**src/rtl/alu_regs.sv**
```systemverilog
// Eight-entry, 8-bit register file with one synchronous write port and two
// independent combinational read ports supplying both ALU operands.
module alu_regs (
    input  logic       clk,
    input  logic       rst,
    input  logic [7:0] data_in,
    input  logic [6:0] wrt_slct,
    input  logic       wrtnbl,
    input  logic [2:0] rd_slct_a,
    input  logic [2:0] rd_slct_b,
    output logic [7:0] data_out_a,
    output logic [7:0] data_out_b
);

    logic [7:0] regs_q [8];
    logic [7:0] regs_d [8];
    logic       write_ok;

    // Addresses with any of the upper select bits set are out of range and ignored.
    assign write_ok = wrtnbl && (wrt_slct[6:3] == 4'b0000);

    always_comb begin
        for (int i = 0; i < 8; i++) begin
            regs_d[i] = regs_q[i];
        end
        if (write_ok) begin
            regs_d[wrt_slct[2:0]] = data_in;
        end
    end

    always_ff @(posedge clk) begin
        for (int i = 0; i < 8; i++) begin
            if (rst) begin
                regs_q[i] <= 8'h00;
            end else begin
                regs_q[i] <= regs_d[i];
            end
        end
    end

    // No bypass: reads always see the stored value, never the pending write.
    assign data_out_a = regs_q[rd_slct_a];
    assign data_out_b = regs_q[rd_slct_b];

endmodule

```
**config.mk**
```make
export PLATFORM = sky130hd
export DESIGN_NAME = alu_regs
export DESIGN_NICKNAME = d
export VERILOG_FILES = /design/src/rtl/alu_regs.sv
export SDC_FILE = /design/constraint.sdc
export NUM_CORES = 1
export LEC_CHECK = 0
export ABC_AREA = 1
export BUFFER_PORTS_ARGS = -buffer_cell sky130_fd_sc_hd__buf_4
export CORE_AREA = 2 2 85 87
export CTS_CLUSTER_DIAMETER = 80
export DETAILED_ROUTE_END_ITERATION = 8
export DIE_AREA = 0 0 87 89
export PLACE_DENSITY = 0.79
export RECOVER_POWER = 100
export SLEW_MARGIN = 5
export SYNTH_ARGS = -nofsm -noshare
export SYNTH_HDL_FRONTEND = slang
export SYNTH_SLANG_ARGS = --single-unit
export TNS_END_PERCENT = 30
```
**constraint.sdc**
```tcl
create_clock -name clk -period 2.3 [get_ports clk]
set_input_delay 0.23 -clock clk [delete_from_list [all_inputs] [get_ports clk]]
set_output_delay 0.23 -clock clk [all_outputs]
set_load 0.01 [all_outputs]
```
=== Yosys cells after proc, flatten, opt, wreduce, memory -nomap -nowiden ===
Memories as Yosys holds them, arrays and structs flattened.
Cells that the tools add are included.

* Order comparisons: 2
* Bitwise logic cells: 9
* Reductions and logical operators: 3
* Mux-type cells: 15

{| class="wikitable"
|+ Operators by type and width
! kind !! number
|-
| 2-to-1 mux 8 bit || 9
|-
| bitwise mux 64 bit || 1
|-
| 2-to-1 mux 64 bit || 1
|-
| demux 8 bit (select 3 bit) || 1
|-
| OR 1 bit || 8
|-
| >= comparator 4 bit, second input constant || 1
|-
| logical NOT 4 bit || 1
|-
| < comparator 4 x 1 -> 1 bit, second input constant || 1
|-
| NOT 3 -> 4 bit || 1
|-
| 2-to-1 mux 1 bit || 3
|-
| logical AND 1 bit || 2
|}

* Flip-flop bits (word level): 0
* Memories: 1
* Output and inout bits: 16
* RAM bits: 64

{| class="wikitable"
|+ Memory list
! name !! words !! bits a word !! rd ports !! clocked after memory_dff !! write ports !! RTL line !! source
|-
| regs_q || 8 || 8 || 10 || 0 || 8 || 15 || <nowiki>logic [7:0] regs_q [8];</nowiki>
|}

=== Depth between registers and ports, before layout ===
Gate-level depths: netlist (run 1).

* Depth after elaboration: 8
* Mapped depth: 7
* Mapped depth without buffers: 6

=== Worst setup path after synthesis (run 1) ===
OpenSTA, ideal clock, no wires.

* Path type: input -> output
* Start point: in rd_slct_a[0]
* End point: out data_out_a[1]
* Stages on the path: 6
* Data arrival time: 0.981 ns
* Slack: 1.089 ns
* Cells stage by stage: buf_2 -> buf_1 -> o211ai_1 -> nand2_1 -> nand2_1 -> nand2_1

* Word-level cells in the longest chain between the ends: 1

{| class="wikitable"
|+ RTL lines
! what !! RTL line !! source
|-
| start: declaration || 9 || <nowiki>input logic [2:0] rd_slct_a,</nowiki>
|-
| memory read (8 x 8 bit) || n/a ||
|-
| end: declaration || 11 || <nowiki>output logic [7:0] data_out_a,</nowiki>
|}

Every way passes these cells.

==> impl_metrics.tcl, run 1 <==
set metrics [dict create \
    critical_path.slowest_cell "clkbuf_2" \
    cts_buffers 9 \
    worstPathMaxFanout 64 \
    leakage_nw 1.99 \
    period_share 0.793 \
    r2r_start "regs_q[1][1]" \
    crit_arrival_ns 2.07 \
    worst_pin_slew_ns 1.24 \
    p_sw_frac 0.267 \
    r2r_cells 2 \
    port_buffers 39 \
    tns_ns 0 \
    antenna_found_initial 0 \
    cp_slowest_stage_delay_ns 0.92 \
    cts_max_path_buffers 2 \
    place_area_um2 4170 \
    power_density_nw_per_um2 619 \
    routed_via_density 5.65 \
    ir_drop_mv 0.351 \
    clk-insertion-delay-late_ns 0.35 \
    num_antenna_cells 0 \
    end_kind "flop" \
    synth_edf_count 0 \
    wl_per_cell_um 15.3 \
    antenna_left 0 \
    die_w_um 87 \
    criticalPathCategory "input port to flop" \
    final_cells 744 \
    yosys.cell_types.count 19 \
    fin_hold_ws_ns 0.315 \
    path_cells "clkbuf_4, nor2_1, inv_2, nor2_4, clkbuf_2, nand3_1, nand2_1, nor2_1" \
    cts_tree "yes" \
    drt_first_pass_iters 5 \
    setup_violations 0 \
    synth_cells 641 \
    slew_violations 0 \
    yosys_warnings 0 \
    die_area_um2 7740 \
    max_cap_violations 0 \
    remaining_drc_errors 0 \
    crit_top_cell "nor2_1" \
    min_to "regs_q[6][4]" \
    cp_num_buf_inv 3 \
    final_cell_area_um2 4360 \
    max_freq_mhz 548 \
    startpoint_type "input port" \
    syn_nets 665 \
    synth-main-ff-cell "dfxtp_1" \
    area_growth_pct 10.3 \
    ctsHoldBuffers 0 \
    comb_power_share 0.132 \
    grt_start_max_net_pins 65 \
    fin_crit_ns 1.82 \
    path_delay_family "buffers and inverters" \
    netlist_area_um2 3950 \
    async_flop_share 0 \
    grt_usage 0.312 \
    core_region_area_um2 6720 \
    synth_seq_cells 64 \
    place_inst 728 \
    post_cts_buffers 0 \
    nets 683 \
    gp_congestion 0.962 \
    start_util 0.588 \
    skew_ns 0 \
    rrSetupSlack_ns 1.66 \
    yosysSeqAreaShare 0.324 \
    hold_violations 0 \
    final_layout_size_suffix_gt1_frac 0.0949 \
    drt-total-wl_um 11400 \
    power_frac_clock 0.455 \
    reg_top3 "regs_q: 64 flops" \
    cts_root_buf "clkbuf_8" \
    p_int_mw 1.98 \
    relSlewSlack 0.174 \
    final_util 0.648 \
    r2r-end "regs_q[1][1]" \
    p_switching_mw 0.720 \
    largest_register "regs_q" \
    drtIter0Drc 493 \
    synth.avg_cell_area_um2 6.16 \
    min_path_type "input port to flop" \
    cts_htree_levels 3 \
    hpwlAfterDp_um 7600 \
    vias 4200 \
    clkSinkCount 64 \
    fp-row-count 30 \
    hold_depth 5 \
    path_clk_slew_ns 0.08 \
    grt_pass1_wl_um 18500 \
    cts_resized 0 \
    overflow 0 \
    hp-start "wrt_slct[0]" \
    status "complete, no violations" \
    grt_pass1_vias 3769 \
    largest_reg_flops 64 \
    required_ns 2.55 \
    fp.dieH_um 89 \
    seqPwrFrac 0.413 \
    io_pins 40 \
    rsz0062_at_grt "no" \
]
## tightest hold or removal path: stages
cell and delay [ns]:
buf_4 0.12, nor2_4 0.08, nand3_1 0.08, nand2_1 0.05, nor2_1 0.07
## layout by cell type, fill, tap and decap left out
master and n:
nand2_1 192, nor2_1 129, nand3_1 70, dfxtp_1 64
inv_1 52, o211ai_1 48, buf_4 25, a21oi_1 16
o21ai_0 16, clkbuf_1 14, clkbuf_8 10, nor2_4 9
inv_2 4, bufinv_16 3, nand2_2 2, nor2_8 2
nor2_2 1, nand3_4 1, inv_4 1, inv_6 1
clkinv_4 1, clkinvlp_4 1, clkbuf_4 1, clkbuf_2 1
## stage by stage
| step | worst slack [ns] | total power, mW |
|---|---|---|
| 6_report | 0.475 | 2.70 |
| 3_5_place_dp | 0.780 | 1.51 |
| 2_1_floorplan | 1.09 | 1.39 |
| 4_1_cts | 0.734 | 2.72 |
| 3_3_place_gp | 0.817 | 1.50 |
| 5_1_grt | 0.333 | 2.79 |
## layout make-up
type / count / area [um^2]
multi-input cells: 486 / 2250
clock inverters: 6 / 115
flip-flops and latches: 64 / 1280
clock buffers: 10 / 138
fillers: 659 / 2360
well taps: 80 / 100
inverters: 57 / 216
repair buffers: 41 / 253
## logic make-up (layout without fill, tap and decap cells)
| family | count (synthesis) | count (layout) | share of synthesized area |
|---|---|---|---|
| AOI/OAI and AO/OA | 80 | 80 | 0.132 |
| DFF | 64 | 64 | 0.324 |
| buffers and inverters | 91 | 114 | 0.104 |
| and+or+nand+nor | 406 | 406 | 0.439 |
## power groups by stage
stage | Sequential [mW] | Clock, mW | Combinational (mW)
after floorplan | 1.14 | 0 | 0.246
after global placement | 1.14 | 0 | 0.360
after detailed placement | 1.14 | 0 | 0.368
after CTS | 1.11 | 1.23 | 0.369
after global routing | 1.12 | 1.28 | 0.394
final | 1.12 | 1.23 | 0.355
## layer usage
metal  track usage  up-vias  share of wire
met5             0        -              0
met4        0.0994        0          0.016
met3        0.0572       15          0.087
met2         0.514      190           0.46
met1         0.415     1907           0.44
li1              -     2088              -
## worst max-delay path by stage
stage | startpoint | endpoint | slack (ns) | depth (start not counted)
floorplan | rd_slct_a[0] | data_out_a[1] | 1.09 | 6
global placement | rd_slct_a[0] | data_out_a[6] | 0.82 | 7
detailed placement | rd_slct_a[0] | data_out_a[2] | 0.78 | 7
CTS | regs_q[1][1] | data_out_a[1] | 0.73 | 7
global route | wrt_slct[4] | regs_q[1][5] | 0.33 | 8
finish | wrt_slct[4] | regs_q[1][6] | 0.48 | 8
## synthesized netlist by cell type (2+ instances only)
| cell | number | area share |
|---|---|---|
| buf_1 | 4 | 0.0038 |
| inv_1 | 52 | 0.049 |
| nand2_1 | 192 | 0.18 |
| o21ai_0 | 16 | 0.020 |
| nor2_1 | 128 | 0.12 |
| inv_2 | 4 | 0.0038 |
| nand2_2 | 2 | 0.0032 |
| o211ai_1 | 48 | 0.091 |
| clkbuf_1 | 6 | 0.0057 |
| nor2_8 | 2 | 0.010 |
| nor2_4 | 9 | 0.026 |
| nand3_1 | 70 | 0.089 |
| dfxtp_1 | 64 | 0.32 |
| a21oi_1 | 16 | 0.020 |
| nor2_2 | 2 | 0.0032 |
| buf_2 | 18 | 0.023 |
| buf_6 | 6 | 0.017 |
Power figures use the tool's default switching activity.
==> inputs of run 2 (changes only) <==
--- a/config.mk
+++ b/config.mk
@@ -5,12 +5,12 @@
 export SDC_FILE = /design/constraint.sdc
 export NUM_CORES = 1
 export LEC_CHECK = 0
-export ABC_AREA = 1
+export ABC_AREA = 0
 export BUFFER_PORTS_ARGS = -buffer_cell sky130_fd_sc_hd__buf_4
-export CORE_AREA = 2 2 85 87
+export CORE_AREA = 2 2 81 83
 export CTS_CLUSTER_DIAMETER = 80
 export DETAILED_ROUTE_END_ITERATION = 8
-export DIE_AREA = 0 0 87 89
+export DIE_AREA = 0 0 83 85
 export PLACE_DENSITY = 0.79
 export RECOVER_POWER = 100
 export SLEW_MARGIN = 5
==> constraint.sdc (replaced) <==
create_clock -name clk -period 1.9 [get_ports clk]
set_input_delay 0.19 -clock clk [delete_from_list [all_inputs] [get_ports clk]]
set_output_delay 0.19 -clock clk [all_outputs]
set_load 0.01 [all_outputs]
==> run 2 against run 1 <==
  * Cell area down 8.7%
  * Via count decreased by 44%
  * Synthesized area fell by 10%
  * Register-to-register slack got worse by 0.43 ns
  * Clock skew unchanged
  * Sequential share of layout area grew 2.8 points
  * Non-clock buffer count rose by 8
  * Total power is 0.19% lower
  * Flip-flop and latch count stayed put
  * Clock power down 7%
  * Final cell count fell by 46%
  * Combinational power decreased by 42%
==> impl_metrics.tcl, run 2 <==
set metrics [dict create \
    yosys.cell_types.count 18 \
    final_cell_area_um2 3980 \
    antenna_found_initial 0 \
    routed_via_density 5.82 \
    grt_start_max_net_pins 50 \
    die_area_um2 7060 \
    p_sw_frac 0.241 \
    reg_top3 "regs_q: 64 flops" \
    fill_cells 489 \
    path_clk_slew_ns 0.08 \
    hpwlAfterDp_um 5100 \
    crit_arrival_ns 1.55 \
    overflow 0 \
    num_antenna_cells 0 \
    yosys.area.top_type_share 0.362 \
    final_util 0.641 \
    skew_ns 0 \
    max_cap_violations 0 \
    power_frac_clock 0.423 \
    syn_nets 316 \
    synth_cells 292 \
    cp-startpoint "regs_q[7][7]" \
    vias 2344 \
    drtIter0Drc 131 \
    place_area_um2 3870 \
    fin_crit_ns 1.74 \
    core_region_area_um2 6200 \
    grt_pass1_vias 2480 \
    cts_resized 0 \
    grt_use_met3 0.0438 \
    period_share 0.918 \
    start_util 0.571 \
    synth_top_area_cell "dfxtp_1" \
    min_path_type "input port to flop" \
    criticalPathCategory "flop to output pin" \
    tns_ns 0 \
    yosysMostFrequentCell "nand2b_1" \
    end_kind "output pin" \
    nets 345 \
    startpoint_type "flop" \
    cts_buffers 9 \
    yosys_warnings 0 \
    drt_first_pass_iters 4 \
    worstPathMaxFanout 3 \
    synth-main-ff-cell "dfxtp_1" \
    async_flop_share 0 \
    layout_commonest_cell "nand2b_1" \
    cts_tree "yes" \
    cts_max_path_buffers 2 \
    wl_per_cell_um 18.8 \
    synth.avg_cell_area_um2 12.1 \
    hold_violations 0 \
    leakage_nw 1.79 \
    worst_pin_slew_ns 0.871 \
    seqPwrFrac 0.500 \
    fin_ws_ns 0.156 \
    area_growth_pct 12.3 \
    setup_violations 0 \
    slew_violations 0 \
    comb_power_share 0.077 \
    port_buffers 39 \
    yosysSeqAreaShare 0.362 \
    grt_usage 0.231 \
    cts_root_buf "clkbuf_8" \
    cts_htree_levels 3 \
    io_pins 40 \
    clk-insertion-delay-late_ns 0.33 \
    post_cts_buffers 0 \
    clkSinkCount 64 \
    netlist_area_um2 3540 \
    final_cell_mix "nand2b_1, mux2i_1, dfxtp_1" \
    gr-usage-met2 0.402 \
    power_density_nw_per_um2 677 \
    finalPower_mw 2.69 \
    largest_register "regs_q" \
    p_int_mw 2.04 \
    p_switching_mw 0.648 \
    ctsHoldBuffers 0 \
    grt_util_met1 0.285 \
    max_freq_mhz 573 \
    synthTopCellsByCount "nand2b_1, dfxtp_1, mux2i_1, mux4_2, mux2_2" \
    grt.busiest_layer "met2" \
    fp.dieH_um 85 \
    synth_edf_count 0 \
    status "complete, no violations" \
    hp-start "data_in[5]" \
    rsz0062_at_grt "no" \
    r2r_start "regs_q[2][7]" \
    ys_top_cells_by_area "dfxtp_1, mux4_2, mux2i_1" \
    grt_pass1_wl_um 12600 \
    required_ns 1.71 \
    gp_congestion 0.805 \
    final_layout_size_suffix_gt1_frac 0.301 \
    die_w_um 83 \
    remaining_drc_errors 0 \
    synth_seq_cells 64 \
    drt-total-wl_um 7580 \
    relSlewSlack 0.415 \
    antenna_left 0 \
    ir_drop_mv 0.574 \
    largest_reg_flops 64 \
    dp_slack_ns 0.198 \
    fp-row-count 29 \
]
==> run 2: cell types whose count changed after synthesis, sizes merged, moves of 8 or more <==
cell and delta:
inv -57, nor2 -140, nand2 -194, o211ai -48, nand3 -69, o21ai -16
buf -8, mux4 +32, nand2b +72, mux2i +64, mux2 +16, a21oi -16
==> run 2: worst paths after layout <==
check / to / slack [ns] / cells after the start
hold reg to reg: regs_q[3][6] / 0.49 / 2
hold / removal: regs_q[6][5] / 0.29 / 3
setup reg to reg: regs_q[2][7] / 1.23 / 2
setup / recovery: data_out_a[7] / 0.16 / 3
==> run 2: stage by stage <==
step                      cells  hold WS [ns]
after floorplan             292         0.455
after global placement      387         0.468
after detailed placement    387         0.473
after CTS                   403         0.290
after global routing        403         0.321
final                       403         0.288
==> run 2: logic make-up (layout without fill, tap and decap cells) <==
kind of cell | Yosys count | count (layout) | share of synthesized area
flops | 64 | 64 | 0.362
buf+inv | 31 | 65 | 0.0375
mux | 112 | 112 | 0.435
simple gates | 85 | 85 | 0.165
==> run 2: final cells by class <==
class	count	area [um^2]	share of cell area
Multi-Input combinational cell	197	2120	0.533
Sequential cell	64	1280	0.322
Clock buffer	10	128	0.0321
Clock inverter	6	60.1	0.0151
Timing Repair Buffer	49	293	0.0736
Tap cell	77	96.3	0.0242
==> run 2: routing by layer <==
metal	share of wire	vias up
met2	0.52	48
met5	0	-
li1	-	1111
met4	0.020	0
met3	0.029	14
met1	0.43	1171
==> run 2: worst max-delay path, cell delays in order, from the launching register on <==
cell,delay (ns)
dfxtp_1,0.33
mux4_2,0.47
mux2_2,0.28
clkbuf_1,0.14
==> run 2: power by group through the flow <==
stage	registers [mW]	logic (mW)	clock network [mW]
finish	1.35	0.206	1.14
global route	1.35	0.222	1.22
CTS	1.35	0.212	1.16
detailed placement	1.38	0.211	0
global placement	1.38	0.210	0
floorplan	1.38	0.146	0
